==> src/rtl/load_store_unit.sv <==
// load_store_unit: RV32I memory-access stage.
// Turns an effective address plus size code into a single word-wide memory
// transaction, aligns store lanes and byte enables, and extends load data.
// Memory handshake: mem_req is the valid; once raised it stays high with every
// mem_* output frozen until mem_ready is sampled high on a rising edge, which
// completes the transfer. mem_ready has no meaning while mem_req is low.
// Faulting ops (misaligned or illegal size code) never touch memory and
// complete one cycle after start with err set.
module load_store_unit (
    input  logic        clk,
    input  logic        rst,
    input  logic        start,
    input  logic        is_store,
    input  logic [2:0]  funct3,
    input  logic [31:0] addr,
    input  logic [31:0] store_data,
    output logic        busy,
    output logic        done,
    output logic        err,
    output logic [31:0] load_data,
    output logic        mem_req,
    output logic        mem_we,
    output logic [31:0] mem_addr,
    output logic [3:0]  mem_be,
    output logic [31:0] mem_wdata,
    input  logic [31:0] mem_rdata,
    input  logic        mem_ready,
    output logic        dbg_state
);

    typedef enum logic {
        IDLE   = 1'b0,
        ACCESS = 1'b1
    } state_t;

    state_t      state_q, state_d;
    logic        we_q, we_d;
    logic [31:0] addr_q, addr_d;
    logic [3:0]  be_q, be_d;
    logic [31:0] wdata_q, wdata_d;
    logic [2:0]  f3_q, f3_d;
    logic [1:0]  off_q, off_d;
    logic        done_q, done_d;
    logic        err_q, err_d;
    logic [31:0] load_data_q, load_data_d;

    logic [1:0]  off;
    logic        illegal;
    logic        misaligned;
    logic [3:0]  be_dec;
    logic [31:0] wdata_dec;
    logic [7:0]  byte_sel;
    logic [15:0] half_sel;
    logic [31:0] load_ext;

    // Decode the incoming request: fault detection, byte enables, store lanes.
    always_comb begin
        off        = addr[1:0];
        illegal    = (funct3 == 3'b011) || (funct3 == 3'b110) ||
                     (funct3 == 3'b111) || (funct3[2] && is_store);
        misaligned = ((funct3[1:0] == 2'b01) && off[0]) ||
                     ((funct3[1:0] == 2'b10) && (off != 2'b00));
        be_dec     = 4'b0000;
        wdata_dec  = 32'h0;
        case (funct3[1:0])
            2'b00: begin
                be_dec    = 4'b0001 << off;
                wdata_dec = {4{store_data[7:0]}};
            end
            2'b01: begin
                be_dec    = off[1] ? 4'b1100 : 4'b0011;
                wdata_dec = {2{store_data[15:0]}};
            end
            2'b10: begin
                be_dec    = 4'b1111;
                wdata_dec = store_data;
            end
            default: begin
                be_dec    = 4'b0000;
                wdata_dec = 32'h0;
            end
        endcase
    end

    // Pick the addressed byte/half from the returned word and extend it.
    always_comb begin
        byte_sel = mem_rdata[8*off_q +: 8];
        half_sel = off_q[1] ? mem_rdata[31:16] : mem_rdata[15:0];
        case (f3_q)
            3'b000:  load_ext = {{24{byte_sel[7]}}, byte_sel};
            3'b100:  load_ext = {24'h0, byte_sel};
            3'b001:  load_ext = {{16{half_sel[15]}}, half_sel};
            3'b101:  load_ext = {16'h0, half_sel};
            default: load_ext = mem_rdata;
        endcase
    end

    // Next-state logic: accept in IDLE, wait for the acknowledge in ACCESS.
    always_comb begin
        state_d     = state_q;
        we_d        = we_q;
        addr_d      = addr_q;
        be_d        = be_q;
        wdata_d     = wdata_q;
        f3_d        = f3_q;
        off_d       = off_q;
        done_d      = 1'b0;
        err_d       = 1'b0;
        load_data_d = load_data_q;
        case (state_q)
            IDLE: begin
                if (start) begin
                    if (illegal || misaligned) begin
                        done_d = 1'b1;
                        err_d  = 1'b1;
                    end else begin
                        state_d = ACCESS;
                        we_d    = is_store;
                        addr_d  = {addr[31:2], 2'b00};
                        be_d    = be_dec;
                        wdata_d = is_store ? wdata_dec : 32'h0;
                        f3_d    = funct3;
                        off_d   = off;
                    end
                end
            end
            ACCESS: begin
                if (mem_ready) begin
                    state_d = IDLE;
                    done_d  = 1'b1;
                    if (!we_q) begin
                        load_data_d = load_ext;
                    end
                end
            end
            default: begin
                state_d = IDLE;
            end
        endcase
    end

    // State and latched-request registers.
    always_ff @(posedge clk or posedge rst) begin
        if (rst) begin
            state_q     <= IDLE;
            we_q        <= 1'b0;
            addr_q      <= 32'h0;
            be_q        <= 4'b0000;
            wdata_q     <= 32'h0;
            f3_q        <= 3'b000;
            off_q       <= 2'b00;
            done_q      <= 1'b0;
            err_q       <= 1'b0;
            load_data_q <= 32'h0;
        end else begin
            state_q     <= state_d;
            we_q        <= we_d;
            addr_q      <= addr_d;
            be_q        <= be_d;
            wdata_q     <= wdata_d;
            f3_q        <= f3_d;
            off_q       <= off_d;
            done_q      <= done_d;
            err_q       <= err_d;
            load_data_q <= load_data_d;
        end
    end

    // Memory outputs are gated by state so IDLE drives all zeros and an
    // asynchronous reset drops the request immediately.
    always_comb begin
        busy      = (state_q == ACCESS);
        mem_req   = busy;
        mem_we    = busy & we_q;
        mem_addr  = busy ? addr_q  : 32'h0;
        mem_be    = busy ? be_q    : 4'b0000;
        mem_wdata = busy ? wdata_q : 32'h0;
        done      = done_q;
        err       = err_q;
        load_data = load_data_q;
        dbg_state = state_q;
    end

endmodule

==> config.mk <==
export PLATFORM = sky130hd
export DESIGN_NAME = load_store_unit
export DESIGN_NICKNAME = d
export VERILOG_FILES = /design/src/rtl/load_store_unit.sv
export SDC_FILE = /design/constraint.sdc
export NUM_CORES = 1
export LEC_CHECK = 0
export ABC_AREA = 1
export BUFFER_PORTS_ARGS = -buffer_cell sky130_fd_sc_hd__buf_2
export CORE_ASPECT_RATIO = 1.5
export CORE_MARGIN = 3
export CORE_UTILIZATION = 46
export CTS_CLUSTER_SIZE = 24
export DETAILED_ROUTE_END_ITERATION = 6
export GPL_ROUTABILITY_DRIVEN = 0
export PLACE_DENSITY_LB_ADDON = 0.12
export RECOVER_POWER = 25
export SLEW_MARGIN = 30
export SYNTH_ARGS = -nofsm -noshare
export SYNTH_HDL_FRONTEND = slang
export SYNTH_SLANG_ARGS = --single-unit
==> constraint.sdc <==
create_clock -name clk -period 3.4 [get_ports clk]
set_clock_uncertainty 0.1 [all_clocks]
set_input_delay 0.34 -clock clk [delete_from_list [all_inputs] [get_ports clk]]
set_output_delay 0.34 -clock clk [all_outputs]
set_load 0.02 [all_outputs]
# ---- Word level (Yosys, flattened, before mapping)
# Cells that the tools add are included.
dict set report op_classes {
  eq_ne 8
  shifts 2
  muxes 18
  bitwise 4
  n_reduce_logical 13
}
# operator n
set op_table {}
lappend op_table {{$pmux 32 s4} 1}
lappend op_table {{$mux 32} 3}
lappend op_table {{$pmux 32 s3} 1}
lappend op_table {{$shiftx 32x6->8} 1}
lappend op_table {{$mux 16} 1}
lappend op_table {{$eq 3x3->1 const B} 4}
lappend op_table {{$pmux 4 s3} 1}
lappend op_table {{$mux 4} 2}
lappend op_table {{$mux 1} 7}
lappend op_table {{$reduce_and 3->1} 2}
lappend op_table {{$logic_or 1x1->1} 5}
lappend op_table {{$pmux 1 s2} 2}
lappend op_table {{$shl 1x2->4 const A} 1}
lappend op_table {{$eq 3x1->1 const B} 1}
lappend op_table {{$eq 3x2->1 const B} 1}
lappend op_table {{$logic_and 1x1->1} 3}
lappend op_table {{$logic_not 3->1} 1}
lappend op_table {{$not 1->1} 3}
lappend op_table {{$eq 2x1->1 const B} 1}
lappend op_table {{$eq 2x2->1 const B} 1}
lappend op_table {{$logic_not 2->1} 1}
lappend op_table {{$reduce_bool 2->1} 1}
lappend op_table {{$and 1x1->1} 1}
dict set report totals {
  ff_bits 107
  output_inout_bits 106
  word_cells 55
}

# ---- Depth between registers and ports, before layout
dict set report logic_depth {
  word_depth 8
  ltp_mapped 10
}

# ---- Worst setup path after synthesis
# Ideal clock, no wire load.
dict set report synth_path {
  kind {register to output}
  startpoint {register state_q, in the netlist busy}
  endpoint {output port mem_wdata[11]}
  t_arrival_ps 1432
  t_required_ps 2960
  slack_ps 1528
  stages_incl_launch_ff 6
  cell_sequence {dfrtp_1 > buf_2 > clkbuf_1 > clkbuf_1 > nand2_1 > inv_1}
}
dict set report synth_between {
  elab_chain_len 1
}
# element line_no
set synth_rtl {}
lappend synth_rtl {{from (decl)} 36} ;# state_t state_q, state_d;
lappend synth_rtl {{from (signal assigned)} 156} ;# state_q <= state_d;
lappend synth_rtl {{$mux 32} 177} ;# mem_wdata = busy ? wdata_q : 32'h0;
lappend synth_rtl {{to (decl)} 25} ;# output logic [31:0] mem_wdata,
# Every way passes these cells.

# ---- Worst setup path in the final report
dict set report layout_path {
  startpoint {register state_q, in the netlist busy}
  endpoint {output port mem_wdata[14]}
}
# The elaborated chain is that of the path after synthesis.

==> summary.txt <==
==================================================================================================
Aggregate negative setup slack                                                                0 ns
CTS Sinks                                                                                      107
Via-per-instance ratio                                                                        4.99
Total of endpoints with negative setup slack in the final report                                 0
Maximum clock frequency                                                                    415 MHz
Register bit total from synthesis                                                              107
Number of library cell types mapped by synthesis                                                26
Worst slew margin relative to its limit                                                     -0.634
Worst supply voltage drop on vdd                                                        0.000239 V
Synthesized netlist cell count                                                                 874
CTS Root Cell                                                                         sky130_fd_sc_hd__clkbuf_16
RSZ-0062 raised after global routing                                                            no
Fraction of power consumed by the clock network                                              0.225
Maximum level of the CTS H-tree                                                                  3
Final critical-path required period                                                        2.41 ns
Critical setup path kind                                                              flip-flop to output pin
Full die area                                                                         0.0144 sq mm
Growth of design area from synthesis to finish                                               21.8%
Non-filler cells in the finished layout                                                      1,209
Final Max Tran Viols                                                                            53
Final number of hold-violating endpoints                                                         0
Drt total wl                                                                          17,500 microns
Capturing element type of the critical path                                             output pin
Routed WL per cell                                                                    14.5 microns
Required time reported for the critical path endpoint                                      2.96 ns
Share of final-layout standard cells stronger than drive strength 1                          0.249
Global route overflow                                                                            0
Switch share                                                                                 0.395
Path type of the worst min-delay path                                                 primary input to flip-flop
Number of clock buffers inserted by TritonCTS                                                    9
Top Ports                                                                                      210
Final hold slack                                                                          0.108 ns
Total power density per cell area                                                      622 mW/mm^2
Post-place instance area                                                              0.00699 sq mm
Largest net degree at the start of global routing                                              105
First-pass detailed-route iteration total                                                        7
Most common cell after layout, fill and taps aside                                    sky130_fd_sc_hd__nand2_1
Clock insertion delay at the later pin of the skew report                                  0.34 ns
Initial DRC count                                                                              273
Leakage power total                                                                     0.00465 uW
Slew at the pin closest to its max-slew limit                                              2.44 ns
Number of buffers added to fix hold violations after cts                                         0
Final Core Density                                                                           0.579
HPWL after detailed placement                                                         12,800 microns
Average cell area after synthesis                                                       6.84 sq um
Via total after detailed routing                                                             6,027
Net count of the finished layout                                                             1,151
Internal power consumption                                                                 2740 uW
TritonCTS clock tree                                                                          done
Core area                                                                             0.0126 sq mm
Number of post-CTS setup repair buffers                                                          0
Layout Cell Area excl Fill                                                            0.00728 sq mm
DRC errors left                                                                                  0
Floorplan die width                                                                   99.1 microns
Clock transition time at the flip-flop clock pins of the worst setup and hold paths        0.08 ns
Filler cell count in the final layout                                                        1,317
Highest-count cells in the layout ignoring fill and taps                              367 x sky130_fd_sc_hd__nand2_1, 207 x sky130_fd_sc_hd__buf_2, 122 x sky130_fd_sc_hd__inv_1, 106 x sky130_fd_sc_hd__dfrtp_1, 79 x sky130_fd_sc_hd__nand3_1
Number of antenna violations at the first check in global routing                                1
Worst Setup Start Kind                                                                   flip-flop
Violated checks                                                                       max-capacitance violations, max-slew violations
Gates resized, CTS repair                                                                        0
Inst Count DP                                                                                1,192
Portion of total power attributed to combinational logic                                     0.351
Wire length of the first global-routing pass                                          28,300 microns
Number of buffers between clock root and the deepest sink                                        2
Port Buffer Count                                                                              207
Synthesized area                                                                      0.00598 sq mm
Net switching power                                                                        1790 uW
Max Cap Viol                                                                                     1
Critical path data arrival time                                                            1.97 ns
Effective utilization at floorplan                                                           0.476
Outcome                                                                               finished with violations
Placement row count                                                                             50
Height of the chip                                                                     146 microns
Fraction of the yosys area taken by sequential cells                                         0.448
Post-DRT Antenna Nets                                                                            0
Sequential cell fraction of total power                                                      0.424
Gr usage total                                                                               0.243
Critical path fanouts, max                                                                      46
Via count of the first global-routing pass                                                   5,873
Final period util                                                                            0.709
Ys Warns                                                                                         0
==================================================================================================
[cell families (layout without fill, tap and decap cells)]
family / after synthesis / after routing / share of synthesized area
AND/OR/NAND/NOR: 489 / 489 / 0.335
AO/OA/AOI/OAI: 95 / 95 / 0.0862
buffers and inverters: 182 / 359 / 0.130
other: 1 / 3 / 0.000627
flip-flops: 107 / 107 / 0.448
[sequential cells by signal, summed over array words and instances (netlist names)]
name       count
done           1
addr_q        30
we_q           1
be_q           4
off_q          2
f3_q           3
busy           1
wdata_q       32
load_data     32
err            1
[through the flow]
step | total power, uW | setup WS [ns]
finish | 4530 | 0.988
global placement | 3520 | 1.05
detailed placement | 3540 | 1.02
floorplan | 3010 | 0.143
global route | 4830 | 0.475
CTS | 4570 | 0.976
[critical path: stages, from the launching register on]
cell and delay [ns]:
sky130_fd_sc_hd__dfrtp_2 0.68, sky130_fd_sc_hd__buf_4 0.52, sky130_fd_sc_hd__nand2_1 0.15, sky130_fd_sc_hd__inv_1 0.07
sky130_fd_sc_hd__buf_2 0.16
[final cells by class]
class,count,area (sq um),area share
tap,156,195,0.0268
multi-input combinational,586,2530,0.347
antenna,1,2.50,0.000344
clock buffer,10,229,0.0314
sequential,107,2680,0.368
inverter,126,474,0.0651
timing repair buffer,217,1110,0.153
clock inverter,6,61.3,0.00842
[worst paths after layout]
path                               startpoint            end  slack (ns)  cells past startpoint
worst min register to register  load_data[11]  load_data[11]        0.38                      2
max in group asynchronous                 rst    wdata_q[27]        1.01                      3
worst min-delay path                 addr[20]     addr_q[20]        0.11                      3
worst max register to register       off_q[1]  load_data[21]        1.06                      8
min in group asynchronous                 rst  load_data[21]        0.54                      2
worst max-delay path                     busy  mem_wdata[14]        0.99                      4
[metal layers]
metal,share of wire,global-route usage
met3,0.057,0.0369
met4,0.028,0.0950
met2,0.52,0.435
met5,0,0
met1,0.40,0.288
[synthesized netlist by cell type, drive strengths merged]
cell	count	area (sq um)
nand2	369	1390
inv	126	473
dfrtp	107	2680
nand3	80	413
o21ai	47	246
buf	33	219
a21oi	31	155
clkbuf	23	86.3
nor2	22	90.1
or2	17	106
a31oi	10	62.6
o22ai	4	25.0
a21boi	2	18.8
conb	1	3.75
nor3	1	5.00
o211ai	1	7.51
[power groups by stage]
stage	sequential [uW]	clock, uW	combinational, uW
6_report	1920	1020	1590
3_5_place_dp	1940	0	1600
2_1_floorplan	2090	0	919
5_1_grt	1970	1080	1770
4_1_cts	1920	1040	1610
3_3_place_gp	1940	0	1570
No activity file was read; power rests on OpenSTA's default activity.
